<file path="src/rtl/lfsr_capture_sequencer.sv">
// rtl/lfsr_capture_sequencer.sv - capture sequencer: tick-paced LFSR sample writes with host read arbitration
module lfsr_capture_sequencer #(
   parameter int DEPTH    = 8,
   parameter int ADDR_W   = 3,
   parameter int DATA_W   = 4,
   parameter int TICK_DIV = 12
) (
   input  logic              clk,
   input  logic              reset,
   input  logic              start,
   input  logic              stop,
   input  logic              continuous,
   input  logic [DATA_W-1:0] lfsr_data,
   output logic              lfsr_step,
   output logic              mem_we,
   output logic [ADDR_W-1:0] mem_addr,
   output logic [DATA_W-1:0] mem_wdata,
   input  logic [DATA_W-1:0] mem_rdata,
   input  logic              rd_req,
   input  logic [ADDR_W-1:0] rd_addr,
   output logic              rd_ack,
   output logic              rd_valid,
   output logic [DATA_W-1:0] rd_data,
   output logic              busy,
   output logic              done,
   output logic              wrapped,
   output logic [ADDR_W:0]   sample_cnt,
   output logic [ADDR_W-1:0] last_addr
);

   localparam int CNT_W = (TICK_DIV > 2) ? $clog2(TICK_DIV) : 1;
   localparam logic [CNT_W-1:0]  TICK_LAST = CNT_W'(TICK_DIV - 1);
   localparam logic [ADDR_W-1:0] PTR_LAST  = ADDR_W'(DEPTH - 1);
   localparam logic [ADDR_W:0]   CNT_FULL  = (ADDR_W + 1)'(DEPTH);

   typedef enum logic [1:0] {
      S_IDLE    = 2'd0,
      S_CAPTURE = 2'd1,
      S_DONE    = 2'd2
   } state_t;

   state_t            r_state;
   state_t            w_state_nxt;
   logic              w_start_session;
   logic              w_tick;
   logic              w_rd_ack;
   logic [CNT_W-1:0]  r_tick_cnt;
   logic [ADDR_W-1:0] r_wr_ptr;
   logic [ADDR_W:0]   r_sample_cnt;
   logic [ADDR_W-1:0] r_last_addr;
   logic              r_wrapped;
   logic              r_mode;
   logic              r_rd_valid;

   // A tick only exists while capturing; gating with reset keeps the write from landing during reset
   assign w_tick   = reset && (r_state == S_CAPTURE) && (r_tick_cnt == TICK_LAST);
   // Writes always win the shared buffer port; a blocked read simply retries next cycle
   assign w_rd_ack = reset && rd_req && !w_tick;

   // Session state register
   always_ff @(posedge clk) begin
      if (!reset) begin
         r_state <= S_IDLE;
      end else begin
         r_state <= w_state_nxt;
      end
   end

   // Next-state: start only honoured outside CAPTURE, stop only inside it
   always_comb begin
      w_state_nxt     = r_state;
      w_start_session = 1'b0;
      case (r_state)
         S_IDLE, S_DONE: begin
            if (start) begin
               w_state_nxt     = S_CAPTURE;
               w_start_session = 1'b1;
            end
         end
         S_CAPTURE: begin
            if (stop || (w_tick && !r_mode && (r_wr_ptr == PTR_LAST))) begin
               w_state_nxt = S_DONE;
            end
         end
         default: w_state_nxt = S_IDLE;
      endcase
   end

   // Session datapath: tick divider, write pointer, sample count, wrap flag
   always_ff @(posedge clk) begin
      if (!reset) begin
         r_tick_cnt   <= '0;
         r_wr_ptr     <= '0;
         r_sample_cnt <= '0;
         r_last_addr  <= '0;
         r_wrapped    <= 1'b0;
         r_mode       <= 1'b0;
         r_rd_valid   <= 1'b0;
      end else begin
         r_rd_valid <= w_rd_ack;
         if (w_start_session) begin
            r_tick_cnt   <= '0;
            r_wr_ptr     <= '0;
            r_sample_cnt <= '0;
            r_wrapped    <= 1'b0;
            r_mode       <= continuous;
         end else if (r_state == S_CAPTURE) begin
            r_tick_cnt <= w_tick ? '0 : r_tick_cnt + 1'b1;
            if (w_tick) begin
               r_last_addr <= r_wr_ptr;
               r_wr_ptr    <= r_wr_ptr + 1'b1;
               if (r_sample_cnt != CNT_FULL) begin
                  r_sample_cnt <= r_sample_cnt + 1'b1;
               end
               // A full count with the pointer back at 0 means entry 0 is being overwritten
               if ((r_sample_cnt == CNT_FULL) && (r_wr_ptr == '0)) begin
                  r_wrapped <= 1'b1;
               end
            end
         end
      end
   end

   // Buffer port mux: write address on ticks, host address on acks, otherwise idle zeros
   always_comb begin
      mem_we    = w_tick;
      lfsr_step = w_tick;
      mem_addr  = '0;
      mem_wdata = '0;
      if (w_tick) begin
         mem_addr  = r_wr_ptr;
         mem_wdata = lfsr_data;
      end else if (w_rd_ack) begin
         mem_addr = rd_addr;
      end
   end

   assign rd_ack     = w_rd_ack;
   assign rd_valid   = r_rd_valid;
   assign rd_data    = mem_rdata;
   assign busy       = (r_state == S_CAPTURE);
   assign done       = (r_state == S_DONE);
   assign wrapped    = r_wrapped;
   assign sample_cnt = r_sample_cnt;
   assign last_addr  = r_last_addr;

endmodule

</file>
<file path="config.mk">
export PLATFORM = sky130hd
export DESIGN_NAME = lfsr_capture_sequencer
export DESIGN_NICKNAME = d
export VERILOG_FILES = /design/src/rtl/lfsr_capture_sequencer.sv
export SDC_FILE = /design/constraint.sdc
export NUM_CORES = 1
export LEC_CHECK = 0
export ABC_AREA = 0
export BUFFER_PORTS_ARGS = -buffer_cell sky130_fd_sc_hd__buf_4
export CORE_MARGIN = 2
export CORE_UTILIZATION = 40
export DETAILED_ROUTE_END_ITERATION = 16
export PLACE_DENSITY = 0.67
export RECOVER_POWER = 50
export SYNTH_ARGS = -nofsm -noshare
export SYNTH_HDL_FRONTEND = slang
export SYNTH_SLANG_ARGS = --single-unit
</file>
<file path="constraint.sdc">
create_clock -name clk -period 2.1 [get_ports clk]
set_input_delay 0.525 -clock clk [delete_from_list [all_inputs] [get_ports clk]]
set_output_delay 0.525 -clock clk [all_outputs]
set_load 0.02 [all_outputs]
</file>
Word-level counts from Yosys, hierarchy flattened
Index checks and enable logic that the tools add are counted.
{"block": "classes", "add_sub_neg": 3, "n_mul": 0, "div_mod_pow": 0, "order_cmp": 0, "n_eq_ne": 8, "n_shift": 0, "mux": 9, "bitwise_logic": 2, "n_reduce_logical": 19}
{"cell": "AND reduction 3 bit", "n": 3}
{"cell": "adder 4 x 1 -> 4 bit, second input constant", "n": 2}
{"cell": "equality test 4 bit, second input constant", "n": 2}
{"cell": "two-way mux 4 bit", "n": 2}
{"cell": "logical AND 1 bit", "n": 7}
{"cell": "two-way mux 3 bit", "n": 2}
{"cell": "two-way mux 2 bit", "n": 2}
{"cell": "!= test 4 bit, second input constant", "n": 1}
{"cell": "one-hot mux 2 bit (2 select lines)", "n": 1}
{"cell": "AND reduction 2 bit", "n": 2}
{"cell": "OR reduction 2 bit", "n": 2}
{"cell": "adder 3 x 1 -> 3 bit, second input constant", "n": 1}
{"cell": "equality test 3 bit, second input constant", "n": 1}
{"cell": "logical NOT 3 bit", "n": 1}
{"cell": "equality test 2 x 1 -> 1 bit, second input constant", "n": 1}
{"cell": "equality test 2 bit, second input constant", "n": 1}
{"cell": "logical NOT 1 bit", "n": 2}
{"cell": "logical NOT 2 bit", "n": 1}
{"cell": "two-way mux 1 bit", "n": 2}
{"cell": "!= test 2 x 1 -> 1 bit, second input constant", "n": 1}
{"cell": "!= test 2 bit, second input constant", "n": 1}
{"cell": "NOT 1 bit", "n": 2}
{"cell": "logical OR 1 bit", "n": 1}
{"block": "word_totals", "register_bits": 19, "latchBits": 0, "ram_bits": 0, "mem_bits_ro": 0, "in_bits": 17, "n_memories": 0}

Depth between registers and ports, before layout
{"block": "depth", "word_depth": 8, "ltp_mapped": 6}

Worst setup path after synthesis
No wires, ideal clock.
{"block": "synth_timing", "path_type": "in2out", "startpoint": "input port reset", "endpoint": "output port mem_addr[0]", "arrival_time_ps": 1731, "t_required_ps": 1575, "slack_ps": -156, "cell_stages": 5, "n_path_buf": 2, "path_cell_list": "buf_2 > and2_0 > buf_2 > a21oi_1 > a22o_1"}
{"block": "synth_between", "elab_chain_len": 6}
{"item": "from (decl)", "line_no": "9", "text": "input logic reset,"}
{"item": "logical AND 1 bit (2 in series)", "line_no": "56", "text": "assign w_tick = reset && (r_state == S_CAPTURE) && (r_tick_cnt == TICK_LAST);"}
{"item": "logical NOT 1 bit", "line_no": "58", "text": "assign w_rd_ack = reset && rd_req && !w_tick;"}
{"item": "logical AND 1 bit *", "line_no": "58"}
{"item": "named net rd_ack", "line_no": "21", "text": "output logic rd_ack,"}
{"item": "two-way mux 3 bit *", "line_no": "133", "text": "end else if (w_rd_ack) begin"}
{"item": "two-way mux 3 bit *", "line_no": "130", "text": "if (w_tick) begin"}
{"item": "to (decl)", "line_no": "16", "text": "output logic [ADDR_W-1:0] mem_addr,"}
Mark *: on every way through the listed nets, which the timed path passes. The rest lies on a longest branch.

Final worst setup path
{"block": "layout_timing", "startpoint": "register r_tick_cnt[0]", "endpoint": "output port mem_addr[1]"}
{"block": "layout_between", "elab_chain_len": 6}
{"item": "from (decl)", "line_no": "47", "text": "logic [CNT_W-1:0] r_tick_cnt;"}
{"item": "from (signal assigned)", "line_no": "108", "text": "r_tick_cnt <= w_tick ? '0 : r_tick_cnt + 1'b1;"}
{"item": "equality test 4 bit *", "line_no": "56"}
{"item": "logical AND 1 bit *", "line_no": "56"}
{"item": "logical NOT 1 bit", "line_no": "58"}
{"item": "logical AND 1 bit", "line_no": "58"}
{"item": "two-way mux 3 bit", "line_no": "133"}
{"item": "two-way mux 3 bit *", "line_no": "130"}
Mark *: on every way between the ends. The rest lies on a longest branch, timed or not.

==> results.md <==
* Post-Syn Area at 0.001011 mm²
* Cell area after layout at 0.001420 mm²
* Layout overhead on the synthesized area at 40.47%
* Deepest clock path buffer count at 2
* Clock root buffer: clkbuf_4
* Number of detailed-route iterations in the first pass at 6
* Crit path max fanout at 4
* Hold Path Stages at 2
* Period Utilization, post-route at 0.9774
* Worst Reg-to-Reg Cells at 5
* Leading post-synthesis cells by cell area: dfxtp_1, ha_1, a21oi_1
* Critical path arrival at 1.53 ns
* CTS tree: built
* Share of layout cells above drive strength 1 at 0.3725
* Reg-to-reg endpoint: sample_cnt[1]
* Worst skew pair latency at 0.29 ns
* H-tree Lvls at 1
* FF+latch count, synth at 19
* Hold WC Path Type: reg -> reg
* Max Clk Rate at 487.2 MHz
* Synth Flop Type: dfxtp_1
* Critical path required time at 1.57 ns
* Count leader, synth: dfxtp_1
* GPL Wtd Cong at 0.7991
* # clock sinks at 19
* RSZ-0062 raised after global routing: true
* Vias in the first global route at 817
* Area leader, netlist: dfxtp_1
* Unique masters post-synth at 34
* Initial drt markers at 15
* Reg2reg setup slack at 0.56 ns
* Syn Inst Count at 119
* Crit Path Class: reg -> out
* # rows at 18
* Nets@finish at 177
* Final Hold Viols at 0
* Slew @ Worst Pin at 0.3353 ns
* Crit path time final at 2.052 ns
* Area share of the largest cell type after synthesis at 0.3762
* Die height at 54.28 µm
* Critical path launch point: r_tick_cnt[0]
* Largest net degree at the start of global routing at 15
* CTS Hold Bufs at 0
* Setup crit start kind: register
* Number of antenna diodes at 0
* Worst R2R Start: r_tick_cnt[0]
* GR Overflow Total at 0
* Layout Cells excl Fill at 183
* Syn nets at 142
* Synth Area per Inst at 8.496 µm²
* Post-Place Cell Area at 0.001264 mm²
* Worst IR drop on VDD at 0.0003399 V
* Die area at 0.002946 mm²
* Register area share after synthesis at 0.3762
* CTS buffer count at 3
* Endpoints failing setup at 0
* Final Slew Violations at 0
* Drt wl/cell at 13.03 µm
* Buffers on Ports at 33
* Worst setup endpoint: mem_addr[1]
* Setup total negative slack at 0 ns
* Synth top cells by count: dfxtp_1, a21oi_1, nand3_1
* Post-route DRC at 0
* Initial Util at 0.4156
* Outcome: complete, no violations
* Post-synth EDFFs at 0
* Post-DP HPWL at 1745 µm
* Via Count at 951
* Placed cell count at 174
* Power Density at 445.4 mW/mm²
* Critical path endpoint category: primary output
* Total global-route track usage at 0.1724
* Async set-or-reset flop fraction in the synthesized netlist at 0
* Vias per cell at 5.197
* Final setup skew at 0.003016 ns
* YS warnings at 0
* ANT nets after route at 0
* Max cap viols at 0
* Core Region at 0.002432 mm²
* Routed Wire Length at 2385 µm
* I/O pin count at 42
* Initial antenna violation count at 0
* First-pass GRT wire length at 3636 µm
* Normalized max-slew margin at 0.7759
* Clock Pin Slew Worst Setup and Hold Paths at 0.10 ns
* Pleak at 0.0006040 µW
* Design Power at 632.5 µW
* Die W at 54.28 µm
[registers in the layout, indices dropped and copies added, names as in the netlist]
name	count
last_addr	3
r_mode	1
r_state	2
r_tick_cnt	4
r_wr_ptr	3
rd_valid	1
sample_cnt	4
wrapped	1
[metal layers]
metal / up-vias / routed length, µm / track usage
met1: 426 / 1069 / 0.2222
li1: 489 / - / -
met3: 4 / 176 / 0.03825
met2: 32 / 1117 / 0.2791
met4: 0 / 22 / 0.06667
met5: - / 0 / 0
[stage by stage]
stage | hold WS [ns] | setup WS (ns) | utilization
2_1_floorplan | 0.4536 | 0.01751 | -
3_3_place_gp | 0.4634 | 0.2244 | 0.5195
3_5_place_dp | 0.4711 | 0.2148 | 0.5195
4_1_cts | 0.4710 | 0.01651 | 0.5540
5_1_grt | 0.4844 | -0.01505 | 0.5838
6_report | 0.4862 | 0.04751 | 0.5838
[placed cells by master, fill, tap and decap left out, drive strengths merged, types with 2 or more instances in the layout]
master / netlist / routed
nor2: 2 / 2
ha: 6 / 6
nand3b: 2 / 2
a21oi: 12 / 12
clkbuf: 1 / 4
mux2i: 3 / 3
nor3: 2 / 2
nand2: 6 / 6
dfxtp: 19 / 19
inv: 7 / 7
a22o: 3 / 3
and3: 5 / 5
nand2b: 3 / 3
o21ai: 8 / 8
nand3: 11 / 11
buf: 12 / 43
[how the worst min path moves through the flow]
stage / from / end / slack (ns)
floorplan: r_tick_cnt[1] / r_tick_cnt[1] / 0.45
global placement: last_addr[0] / last_addr[0] / 0.46
detailed placement: last_addr[2] / last_addr[2] / 0.47
CTS: continuous / r_mode / 0.47
global route: continuous / r_mode / 0.48
finish: last_addr[1] / last_addr[1] / 0.49
[cell families (layout without fill, tap and decap cells)]
family | Yosys count | count (layout) | synth area share
AND/OR/NAND/NOR | 40 | 40 | 0.2290
AO/OA/AOI/OAI | 28 | 28 | 0.1659
buffers and inverters | 21 | 55 | 0.1052
flip-flops | 19 | 19 | 0.3762
adder cells (fa/ha/maj) | 6 | 6 | 0.07426
multiplexers | 4 | 4 | 0.04084
XOR/XNOR | 1 | 1 | 0.008665
[where the power goes]
group          internal [µW]  switching (µW)  total, µW
registers                367            6.10        373
clock network           73.9             106        180
logic                   39.8            39.6       79.4
[area by class of cell]
type,count,area [µm²]
sequential,19,382.9
multi-input combinational,79,590.6
inverter,8,30.03
clock buffer,4,26.28
timing repair buffer,43,352.8
tap,30,37.54
fill,226,1012
[critical path, stage by stage (launching register included)]
cell	delay (ns)
dfxtp_2	0.37
ha_4	0.16
and4bb_4	0.30
a21oi_4	0.08
a22o_1	0.20
buf_6	0.13
[repair_timing]
action / CTS / global route
endpoints found under the setup margin: 7 / 7
endpoints found under the hold margin: 0 / 0
buffers inserted: 3 / 2
pin swaps: 1 / 5
gates resized for setup: 9 / 11
No activity file was read; power rests on OpenSTA's default activity.
